### src/rtl/reg_file_bank.sv
// Register bank for the simpleCPU datapath: one write port, two combinational read
// ports with optional write-through bypass, and a per-register pending scoreboard.
module reg_file_bank #(
   parameter int  WIDTH     = 8,
   parameter int  NREG      = 8,
   parameter int  ZERO_REG0 = 1,
   parameter int  BYPASS    = 1,
   localparam int AW        = $clog2(NREG)
) (
   input  logic             Clk,
   input  logic             Rst,
   input  logic             WrEn,
   input  logic [AW-1:0]    WrAddr,
   input  logic [WIDTH-1:0] WrData,
   input  logic [AW-1:0]    RdAddrA,
   output logic [WIDTH-1:0] RdDataA,
   input  logic [AW-1:0]    RdAddrB,
   output logic [WIDTH-1:0] RdDataB,
   input  logic             IssEn,
   input  logic [AW-1:0]    IssAddr,
   output logic             PendA,
   output logic             PendB,
   output logic             PendAny
);

   logic [WIDTH-1:0] r_regs [NREG];
   logic [NREG-1:0]  r_pend;

   logic w_wr_ok;
   logic w_iss_ok;
   logic w_zero_a;
   logic w_zero_b;
   logic w_byp_a;
   logic w_byp_b;

   // Register 0 is hard-wired to zero: its writes and issues are simply dropped.
   assign w_wr_ok  = WrEn  && !((ZERO_REG0 != 0) && (WrAddr  == '0));
   assign w_iss_ok = IssEn && !((ZERO_REG0 != 0) && (IssAddr == '0));
   assign w_zero_a = (ZERO_REG0 != 0) && (RdAddrA == '0);
   assign w_zero_b = (ZERO_REG0 != 0) && (RdAddrB == '0);
   // Bypass is suppressed while Rst is high so the read ports stay at zero during reset.
   assign w_byp_a  = (BYPASS != 0) && !Rst && w_wr_ok && (WrAddr == RdAddrA);
   assign w_byp_b  = (BYPASS != 0) && !Rst && w_wr_ok && (WrAddr == RdAddrB);

   // NOTE: the whole array is reset because software may read any register straight
   // after reset; that rules out a RAM macro, which is fine at this size.
   always_ff @(posedge Clk or posedge Rst) begin
      if (Rst) begin
         for (int i = 0; i < NREG; i++) r_regs[i] <= '0;
         r_pend <= '0;
      end else begin
         if (w_wr_ok) begin
            r_regs[WrAddr] <= WrData;
            r_pend[WrAddr] <= 1'b0;
         end
         // NOTE: non-blocking updates let the later issue assignment override the
         // write-back clear on the same index, so issue wins without extra logic.
         if (w_iss_ok) r_pend[IssAddr] <= 1'b1;
      end
   end

   // NOTE: every output gets its default first so no path through the block infers a latch.
   always_comb begin
      RdDataA = r_regs[RdAddrA];
      PendA   = r_pend[RdAddrA];
      if (w_zero_a) begin
         RdDataA = '0;
         PendA   = 1'b0;
      end else if (w_byp_a) begin
         RdDataA = WrData;
      end
   end

   always_comb begin
      RdDataB = r_regs[RdAddrB];
      PendB   = r_pend[RdAddrB];
      if (w_zero_b) begin
         RdDataB = '0;
         PendB   = 1'b0;
      end else if (w_byp_b) begin
         RdDataB = WrData;
      end
   end

   assign PendAny = |r_pend;

endmodule

### config.mk
export PLATFORM = sky130hd
export DESIGN_NAME = reg_file_bank
export DESIGN_NICKNAME = d
export VERILOG_FILES = /design/src/rtl/reg_file_bank.sv
export SDC_FILE = /design/constraint.sdc
export NUM_CORES = 1
export LEC_CHECK = 0
export CORE_ASPECT_RATIO = 1.4
export CORE_MARGIN = 2
export CORE_UTILIZATION = 35
export DETAILED_ROUTE_END_ITERATION = 10
export GPL_TIMING_DRIVEN = 1
export PLACE_DENSITY = 0.6
export SLEW_MARGIN = 20
export SYNTH_ARGS = -nofsm -noshare
export SYNTH_HDL_FRONTEND = slang
export SYNTH_SLANG_ARGS = --single-unit
### constraint.sdc
create_clock -name Clk -period 8.85 [get_ports Clk]
set_input_delay 1.77 -clock Clk [delete_from_list [all_inputs] [get_ports Clk]]
set_output_delay 1.77 -clock Clk [all_outputs]
set_load 0.01 [all_outputs]
==> results by group, run 1 <==
Worst setup path
  • CP max-delay cell: o311ai_4
  • Crit. End Element: output port
  • Worst endpoint required time: between 7 and 8 ns
  • WS Path Type: in -> out
  • Cell-by-cell trace of the critical path: clkdlybuf4s50_1, o311ai_4, or2_1, o211a_1, clkdlybuf4s50_1
  • CP top delay family: buffers and inverters
  • CP Launch Type: input port
  • Critical Path Fanout Max: 18
  • Most common cell on crit path: clkdlybuf4s50_1
  • Crit path DAT: around 4.6 ns
  • Critical path's largest stage delay: roughly 0.76 ns
  • CP bufs+invs: 2

Die
  • Area of the core: 11900 um2
  • Initial Util: 0.359
  • Die Y-Extent: between 100 and 150 um
  • Die extent in x: just under 100 um
  • I/O Pins: 43
  • # rows: 47
  • Die area: ~13000 um2

Timing
  • Setup violators final: 0
  • Unrepaired setup endpoints after global routing: false
  • Final slew viol count: 0
  • Final worst slack: 2.53 ns
  • Slew margin rel.: 0.336
  • Worst Tran Pin Value: about 0.99 ns
  • TNS Setup: 0 ns
  • Final Hold Viols: 0
  • Clock Skew: 0 ns
  • Minimum clock period: 6.32 ns
  • Hold WS: approximately 0.38 ns
  • Max Freq: about 0.16 GHz
  • Tcrit/Tclk final: 0.714

Final layout
  • Most frequent cells in the layout: 72 x dfrtp_1, 56 x mux2_2, 42 x clkdlybuf4s50_1
  • Commonest non-fill, non-tap cell in the layout: dfrtp_1
  • Layout cell share with drive strength beyond 1: 0.340
  • Multi-input logic area: roughly 2200 um2
  • Sequential Area: about 1800 um2
  • Inserted Diodes: 0
  • Nets@finish: 351
  • Finished Cell Area: 4970 um2
  • Area Growth Syn to Fin: 16.6%
  • Fillers: roughly 1100
  • Non-filler cells, final: ~480

Routing
  • 1st-iter DRT viols: 159
  • DRC: 0
  • Routed Antenna Nets: 0
  • Routed via count: between 2000 and 3000
  • Routed Wire Length: between 10000 and 15000 um
  • Vias/cell: 5.67
  • TritonRoute pass-1 iters: 4
  • WL/cell: 22.7 um

Global route
  • GRT Residual Overflow: 0
  • Pin count of the biggest net entering global routing: between 70 and 80
  • Via count of the first global-routing pass: between 2000 and 3000
  • Initial antenna violation count: 0
  • First-pass GRT wire length: about 17000 um
  • Gr usage total: 0.174

Clock network
  • Later-pin clock latency in the skew report: 0.34 ns
  • Hold Buf Count CTS: 0
  • TritonCTS Buffers: 9
  • CTS clk-pin slew, worst paths: 0.06 ns
  • CTS tree: yes
  • H-tree depth: 3
  • # Post-CTS Setup Buffers: 0
  • CTS root buffer: clkbuf_16
  • PostCTS Resize Cnt: 0
  • Max Root-Sink Buffers: 2
  • Clk sinks: 72

Place
  • Routability cong.: between 0.7 and 0.8
  • Port bufs: 42
  • Final HPWL DP: between 7000 and 8000 um
  • Post-placement cell count: between 400 and 500
  • Worst slack, placed: about 2.5 ns
  • Area after DPL: roughly 4700 um2

Flow run
  • MaxCap Viol Count: 0

Synth
  • Synth Area in Adders: 0
  • Post-Syn Nets: 323
  • Largest family of logic cells by synthesized area: multiplexers
  • Cells after Synth: ~300
  • Synth cell types: 35
  • Simple-gate share of the synthesized area: 0.0469
  • Mux cell area share after synthesis: 0.373
  • Compound-cell area share of the yosys netlist: 0.0792
  • Ys Warns: 0
  • Ys flop type: dfrtp_1
  • Xor and xnor area share after synthesis: 0.0176
  • Ys async rst share: 1.00
  • Sequential share of the synthesized area: 0.423
  • Area of the mapped netlist: ~4300 um2
  • Yosys reg bits: between 70 and 80
  • Number of flops mapped to enable cells by yosys: 0
  • Syn avg cell area: 14.3 um2

Worst hold path
  • Worst Hold Class: reg -> reg

Pwr
  • Pwr Density: 214 nW/um2
  • Pleak: 0.00210 uW
  • Maximum VDD drop: approximately 80 uV

Status
  • Status: finished clean
-- kinds of logic (layout without fill, tap and decap cells) --
logic type      Yosys count  after routing
mux                     106            106
flops                    72             72
compound gates           46             46
buf+inv                  35             68
simple gates             34             34
xor+xnor                  6              6
-- flip-flops by register name, summed over array words and instances, names as in the netlist --
register  count
r_regs       64
r_pend        8
-- cell usage after synthesis, drive strengths merged, types with 2 or more instances --
cell type | count | area share
dfrtp | 72 | 0.42
mux2 | 56 | 0.15
nand2 | 14 | 0.012
o21ai | 24 | 0.028
mux4 | 34 | 0.19
or2 | 2 | 0.0029
mux2i | 16 | 0.038
nand3 | 2 | 0.0047
nor4 | 2 | 0.0029
a21oi | 2 | 0.0023
nor2 | 2 | 0.0018
clkbuf | 14 | 0.018
nand2b | 3 | 0.0044
o22ai | 2 | 0.0029
inv | 4 | 0.0035
or3 | 2 | 0.0032
xnor2 | 6 | 0.018
nor4bb | 2 | 0.0047
nand4b | 3 | 0.0062
buf | 17 | 0.039
o211a | 16 | 0.038
-- power breakdown --
part,switching (uW),total [uW],internal (uW)
logic,113,287,173
registers,48.8,441,393
clock network,139,336,196
total,302,1060,762
-- per-stage QoR --
step,util,total power (uW)
6_report,0.419,1060
5_1_grt,0.419,1110
4_1_cts,0.419,1080
3_5_place_dp,0.395,735
3_3_place_gp,0.395,729
2_1_floorplan,-,625
-- cell type report --
| class | instances | share of cell area |
|---|---|---|
| clock buffers | 11 | 0.0488 |
| well taps | 147 | 0.0370 |
| clock inverters | 5 | 0.00654 |
| inverters | 4 | 0.00302 |
| repair buffers | 48 | 0.0936 |
| multi-input cells | 192 | 0.449 |
| flip-flops and latches | 72 | 0.362 |
-- layer usage --
| layer | GRT usage | up-vias | part of all wire | wire length [um] |
|---|---|---|---|---|
| li1 | - | 1217 | - | - |
| met1 | 0.205 | 1398 | 0.41 | 4420 |
| met2 | 0.299 | 83 | 0.51 | 5600 |
| met3 | 0.0342 | 20 | 0.047 | 508 |
| met4 | 0.0934 | 0 | 0.033 | 358 |
| met5 | 0 | - | 0 | 0 |
-- worst paths after layout --
path / startpoint / to / slack (ns) / cells after the start
hold reg to reg: r_pend[0]$_DFF_PP0_ / r_pend[0]$_DFF_PP0_ / 0.38 / 0
min in group asynchronous: Rst / r_regs[27]$_DFFE_PP0P_ / 2.12 / 3
max in group asynchronous: Rst / r_regs[58]$_DFFE_PP0P_ / 6.12 / 3
setup reg to reg: r_regs[49]$_DFFE_PP0P_ / r_regs[49]$_DFFE_PP0P_ / 8.06 / 1
hold / removal: r_pend[0]$_DFF_PP0_ / r_pend[0]$_DFF_PP0_ / 0.38 / 0
setup / recovery: WrAddr[1] / RdDataA[7] / 2.53 / 5
Power figures use the tool's default switching activity.
==> run 2, diff against run 1 <==
PLACE_DENSITY = 0.62   (was 0.6)
clock period = 5.4 ns   (was 8.85 ns; I/O delays follow)
==> run 2 against run 1 <==
  * Via count down 0.70%
  * Critical path depth is 1 higher
  * Sequential share of layout area down 0.30 points
  * Non-clock buffer count increased by 3
  * Critical path type unchanged
  * Largest cell class unchanged
  * Highest routed layer unchanged
==> results by group, run 2 (same netlist as run 1, synthesis figures left out) <==
Status
  • Status: finished clean

Timing
  • Final Hold Viols: 0
  • Minimum clock period: ~4.6 ns
  • Clock Skew: 0 ns
  • Unrepaired setup endpoints after global routing: false
  • Final worst slack: around 0.82 ns
  • Worst Tran Pin Value: approximately 1.1 ns
  • Max Freq: roughly 0.22 GHz
  • Tcrit/Tclk final: 0.849
  • Setup violators final: 0
  • Final slew viol count: 0
  • Slew margin rel.: 0.295
  • TNS Setup: 0 ns

Die
  • # rows: 47
  • Area of the core: about 12000 um2
  • I/O Pins: 43
  • Die Y-Extent: 135 um
  • Initial Util: 0.359
  • Die area: around 13000 um2
  • Die extent in x: 97.3 um

Clock network
  • PostCTS Resize Cnt: 0
  • CTS tree: yes
  • Max Root-Sink Buffers: 2
  • # Post-CTS Setup Buffers: 0
  • H-tree depth: 3
  • Clk sinks: between 70 and 80
  • CTS root buffer: clkbuf_16
  • TritonCTS Buffers: 9
  • Later-pin clock latency in the skew report: approximately 0.33 ns
  • Hold Buf Count CTS: 0
  • CTS clk-pin slew, worst paths: around 0.050 ns

Routing
  • WL/cell: roughly 22 um
  • TritonRoute pass-1 iters: 4
  • Routed Wire Length: approximately 11000 um
  • Routed via count: 2699
  • 1st-iter DRT viols: around 140
  • Vias/cell: ~5.6
  • DRC: 0
  • Routed Antenna Nets: 0

Final layout
  • Commonest non-fill, non-tap cell in the layout: dfrtp_1
  • Area Growth Syn to Fin: 17.6%
  • Inserted Diodes: 0
  • Fillers: roughly 1100
  • Final Util: 0.422
  • Layout cell share with drive strength beyond 1: 0.343
  • Most frequent cells in the layout: 72 x dfrtp_1, 56 x mux2_2, 42 x clkdlybuf4s50_1
  • Max FFs per register: 64
  • Nets@finish: about 350
  • Largest Register: r_regs
  • Largest regs: r_regs: 64 flops, r_pend: 8 flops
  • Finished Cell Area: around 5000 um2

Worst setup path
  • Critical path destination: RdDataB[6]
  • Flop2flop setup slack: between 4 and 5 ns
  • Worst endpoint required time: ~4.3 ns
  • Crit. End Element: output port
  • Crit path DAT: ~3.5 ns
  • R2R Path End: r_regs[54]$_DFFE_PP0P_
  • CP Launch Type: input port
  • Worst r2r path cells: 1
  • WS Path Type: in -> out
  • Worst r2r src: r_regs[54]$_DFFE_PP0P_
  • Worst Setup SP: WrAddr[1]
  • Critical Path Fanout Max: 10

Place
  • Port bufs: between 40 and 50
  • Routability cong.: 0.785
  • Area after DPL: 4710 um2
  • Worst slack, placed: about 0.84 ns
  • Final HPWL DP: roughly 7000 um

Flow run
  • MaxCap Viol Count: 0

Worst hold path
  • Hold_sp: r_pend[0]$_DFF_PP0_
  • Worst Hold Class: reg -> reg

Pwr
  • Maximum VDD drop: about 130 uV
  • Pleak: about 0.0021 uW
  • Power Total: 1780 uW
  • Pwr Density: 356 nW/um2

Global route
  • Initial antenna violation count: 0
  • Gr usage total: 0.172
  • Via count of the first global-routing pass: between 2000 and 3000
  • First-pass GRT wire length: 17000 um
  • Pin count of the biggest net entering global routing: approximately 70
  • GRT Residual Overflow: 0
run 2: cell types whose count changed in the layout (fill, tap and decap cells not counted), sizes merged:
| cell | previous run | this run |
|---|---|---|
| clkinvlp | 3 | 0 |
| bufinv | 0 | 1 |
| buf | 6 | 9 |
| clkbuf | 11 | 13 |
run 2: layout make-up:
class / count / area, um2 / share of cell area
multi-input cells: 192 / 2220 / 0.444
flip-flops and latches: 72 / 1800 / 0.359
inverters: 4 / 15.0 / 0.00299
clock buffers: 13 / 260 / 0.0519
repair buffers: 51 / 488 / 0.0973
well taps: 147 / 184 / 0.0367
clock inverters: 3 / 40.0 / 0.00799
run 2: worst min-delay path by stage:
stage               slack (ns)             endpoint  cells past startpoint
detailed placement        0.37  r_pend[0]$_DFF_PP0_                      0
finish                    0.38  r_pend[0]$_DFF_PP0_                      0
global placement          0.37  r_pend[0]$_DFF_PP0_                      0
global route              0.41  r_pend[0]$_DFF_PP0_                      0
floorplan                 0.43  r_pend[0]$_DFF_PP0_                      1
CTS                       0.38  r_pend[0]$_DFF_PP0_                      0
run 2: per-layer routing:
metal	wire (um)	track usage
met1	4380	0.214
met2	5530	0.299
met5	0	0
met4	227	0.0710
met3	411	0.0311
run 2: report_power, final:
group / total (uW) / switching [uW] / internal (uW)
logic: 471 / 186 / 285
clock network: 593 / 212 / 381
registers: 720 / 76.4 / 644
total: 1780 / 474 / 1310
run 2: worst max-delay path, stage by stage:
cell and delay, ns:
clkdlybuf4s50_1 0.86, xnor2_2 0.19, nand3_2 0.20, or2_1 0.40
o211a_1 0.29, clkdlybuf4s50_1 0.49
run 2: through the flow:
step	hold WS [ns]	instances
after floorplan	0.431	299
after detailed placement	0.372	466
after global placement	0.367	466
after global routing	0.405	482
after CTS	0.384	482
final	0.381	482
==> run 3, diff against run 2 <==
clock period = 3.86 ns   (was 5.4 ns; I/O delays follow)
==> run 3 against run 2 <==
  * Cell area increased by 4.2%
  * Global-route usage increased by 0.27 points
  * Worst hold slack got worse by 0.0047 ns
  * Critical path type unchanged
==> results by group, run 3 (same netlist as run 1, synthesis figures left out) <==
Status
  • Status: finished clean

Final layout
  • Nets@finish: roughly 370
  • Largest regs: r_regs: 64 flops, r_pend: 8 flops
  • Commonest non-fill, non-tap cell in the layout: dfrtp_1
  • Layout cell share with drive strength beyond 1: 0.384
  • Largest Register: r_regs
  • Most frequent cells in the layout: 72 x dfrtp_1, 56 x mux2_2, 41 x clkdlybuf4s50_1
  • Area Growth Syn to Fin: 22.5%
  • Inserted Diodes: 0
  • Max FFs per register: 64
  • Fillers: 1088

Clock network
  • CTS root buffer: clkbuf_16
  • Hold Buf Count CTS: 0
  • # Post-CTS Setup Buffers: 0
  • Max Root-Sink Buffers: 2
  • H-tree depth: 3
  • Later-pin clock latency in the skew report: ~0.33 ns
  • PostCTS Resize Cnt: 0
  • TritonCTS Buffers: 9
  • CTS clk-pin slew, worst paths: ~0.06 ns
  • Clk sinks: between 70 and 80
  • CTS tree: yes

Pwr
  • Power Total: 2540 uW
  • Maximum VDD drop: around 240 uV
  • Pleak: ~0.0023 uW
  • Pwr Density: approximately 490 nW/um2

Routing
  • 1st-iter DRT viols: ~140
  • Routed Wire Length: 10700 um
  • Routed via count: between 2000 and 3000
  • WL/cell: 21.3 um
  • DRC: 0
  • Vias/cell: ~5.6
  • Routed Antenna Nets: 0
  • TritonRoute pass-1 iters: 4

Place
  • Routability cong.: 0.828
  • Port bufs: 42
  • Final HPWL DP: ~7300 um

Timing
  • Minimum clock period: between 3 and 4 ns
  • Tcrit/Tclk final: 0.965
  • Unrepaired setup endpoints after global routing: false
  • Final slew viol count: 0
  • TNS Setup: 0 ns
  • Max Freq: between 0.2 and 0.3 GHz
  • Slew margin rel.: 0.593
  • Setup violators final: 0
  • Clock Skew: 0 ns
  • Worst Tran Pin Value: about 0.61 ns
  • Final Hold Viols: 0

Die
  • Die area: between 10000 and 15000 um2
  • I/O Pins: between 40 and 50
  • Initial Util: 0.359
  • # rows: 47
  • Die Y-Extent: 135 um
  • Area of the core: approximately 12000 um2
  • Die extent in x: approximately 97 um

Flow run
  • MaxCap Viol Count: 0

Global route
  • Initial antenna violation count: 0
  • GRT Residual Overflow: 0
  • Gr usage total: 0.175
  • Via count of the first global-routing pass: 2991
  • First-pass GRT wire length: ~17000 um
  • Pin count of the biggest net entering global routing: slightly below 50

Worst setup path
  • Critical path's largest stage delay: about 0.56 ns
  • Worst r2r path cells: 1
  • Crit. End Element: output port
  • CP bufs+invs: 3
  • CP max-delay cell: mux4_1
  • CP top delay family: buffers and inverters
  • Flop2flop setup slack: approximately 3.1 ns
  • Cell-by-cell trace of the critical path: clkdlybuf4s50_1, buf_12, mux4_1, mux2i_1, o21ai_0, o211a_1, clkdlybuf4s50_1
  • Most common cell on crit path: clkdlybuf4s50_1
  • R2R Path End: r_regs[48]$_DFFE_PP0P_
  • CP Launch Type: input port
  • Worst r2r src: r_regs[48]$_DFFE_PP0P_
  • Worst endpoint required time: a little over 3 ns
  • Critical Path Fanout Max: 20
  • Crit path DAT: ~3.0 ns
  • WS Path Type: in -> out
  • Worst Setup SP: RdAddrA[2]

Worst hold path
  • Hold EP: r_pend[0]$_DFF_PP0_
  • Worst Hold Class: reg -> reg
  • Worst Hold Depth: 0
  • Hold_sp: r_pend[0]$_DFF_PP0_
[run 3: cell types whose count changed in the layout (fill, tap and decap cells not counted), sizes merged]
cell and delta:
inv -1, clkinv -1, clkdlybuf4s50 -1, clkinvlp +1, buf +19, dlymetal6s2s +1
clkbuf +1
[run 3: layout make-up]
type | instances | area, um2 | area share
Sequential cell | 72 | 1800 | 0.345
Multi-Input combinational cell | 192 | 2220 | 0.425
Clock buffer | 14 | 284 | 0.0544
Inverter | 4 | 18.8 | 0.00359
Clock inverter | 2 | 35.0 | 0.00670
Tap cell | 147 | 184 | 0.0352
Timing Repair Buffer | 70 | 683 | 0.131
[run 3: metal layers]
layer	part of all wire	vias to the layer above	routed length, um	GRT usage
li1	-	1253	-	-
met1	0.42	1428	4450	0.221
met2	0.50	87	5370	0.289
met3	0.055	17	584	0.0455
met4	0.025	0	267	0.0702
met5	0	-	0	0
[run 3: worst max path at each step]
stage / to / cells after the start
detailed placement: RdDataA[7] / 7
global placement: RdDataA[3] / 7
finish: RdDataA[1] / 7
global route: RdDataA[1] / 7
CTS: RdDataA[3] / 7
floorplan: RdDataB[0] / 5
[run 3: report_power, final]
part,switching (uW),internal [uW],total (uW)
clock,298,570,867
combinational,249,414,663
sequential,113,901,1010
[run 3: metrics by stage]
stage	area, um2	setup slack [ns]	std cells	utilization	hold WS, ns
after floorplan	4270	0.509	299	-	0.431
after global placement	4900	0.0660	485	0.413	0.367
after detailed placement	4900	0.0832	485	0.413	0.370
after CTS	5220	0.0633	501	0.439	0.382
after global routing	5230	0.0176	501	0.440	0.405
final	5230	0.133	501	0.440	0.376
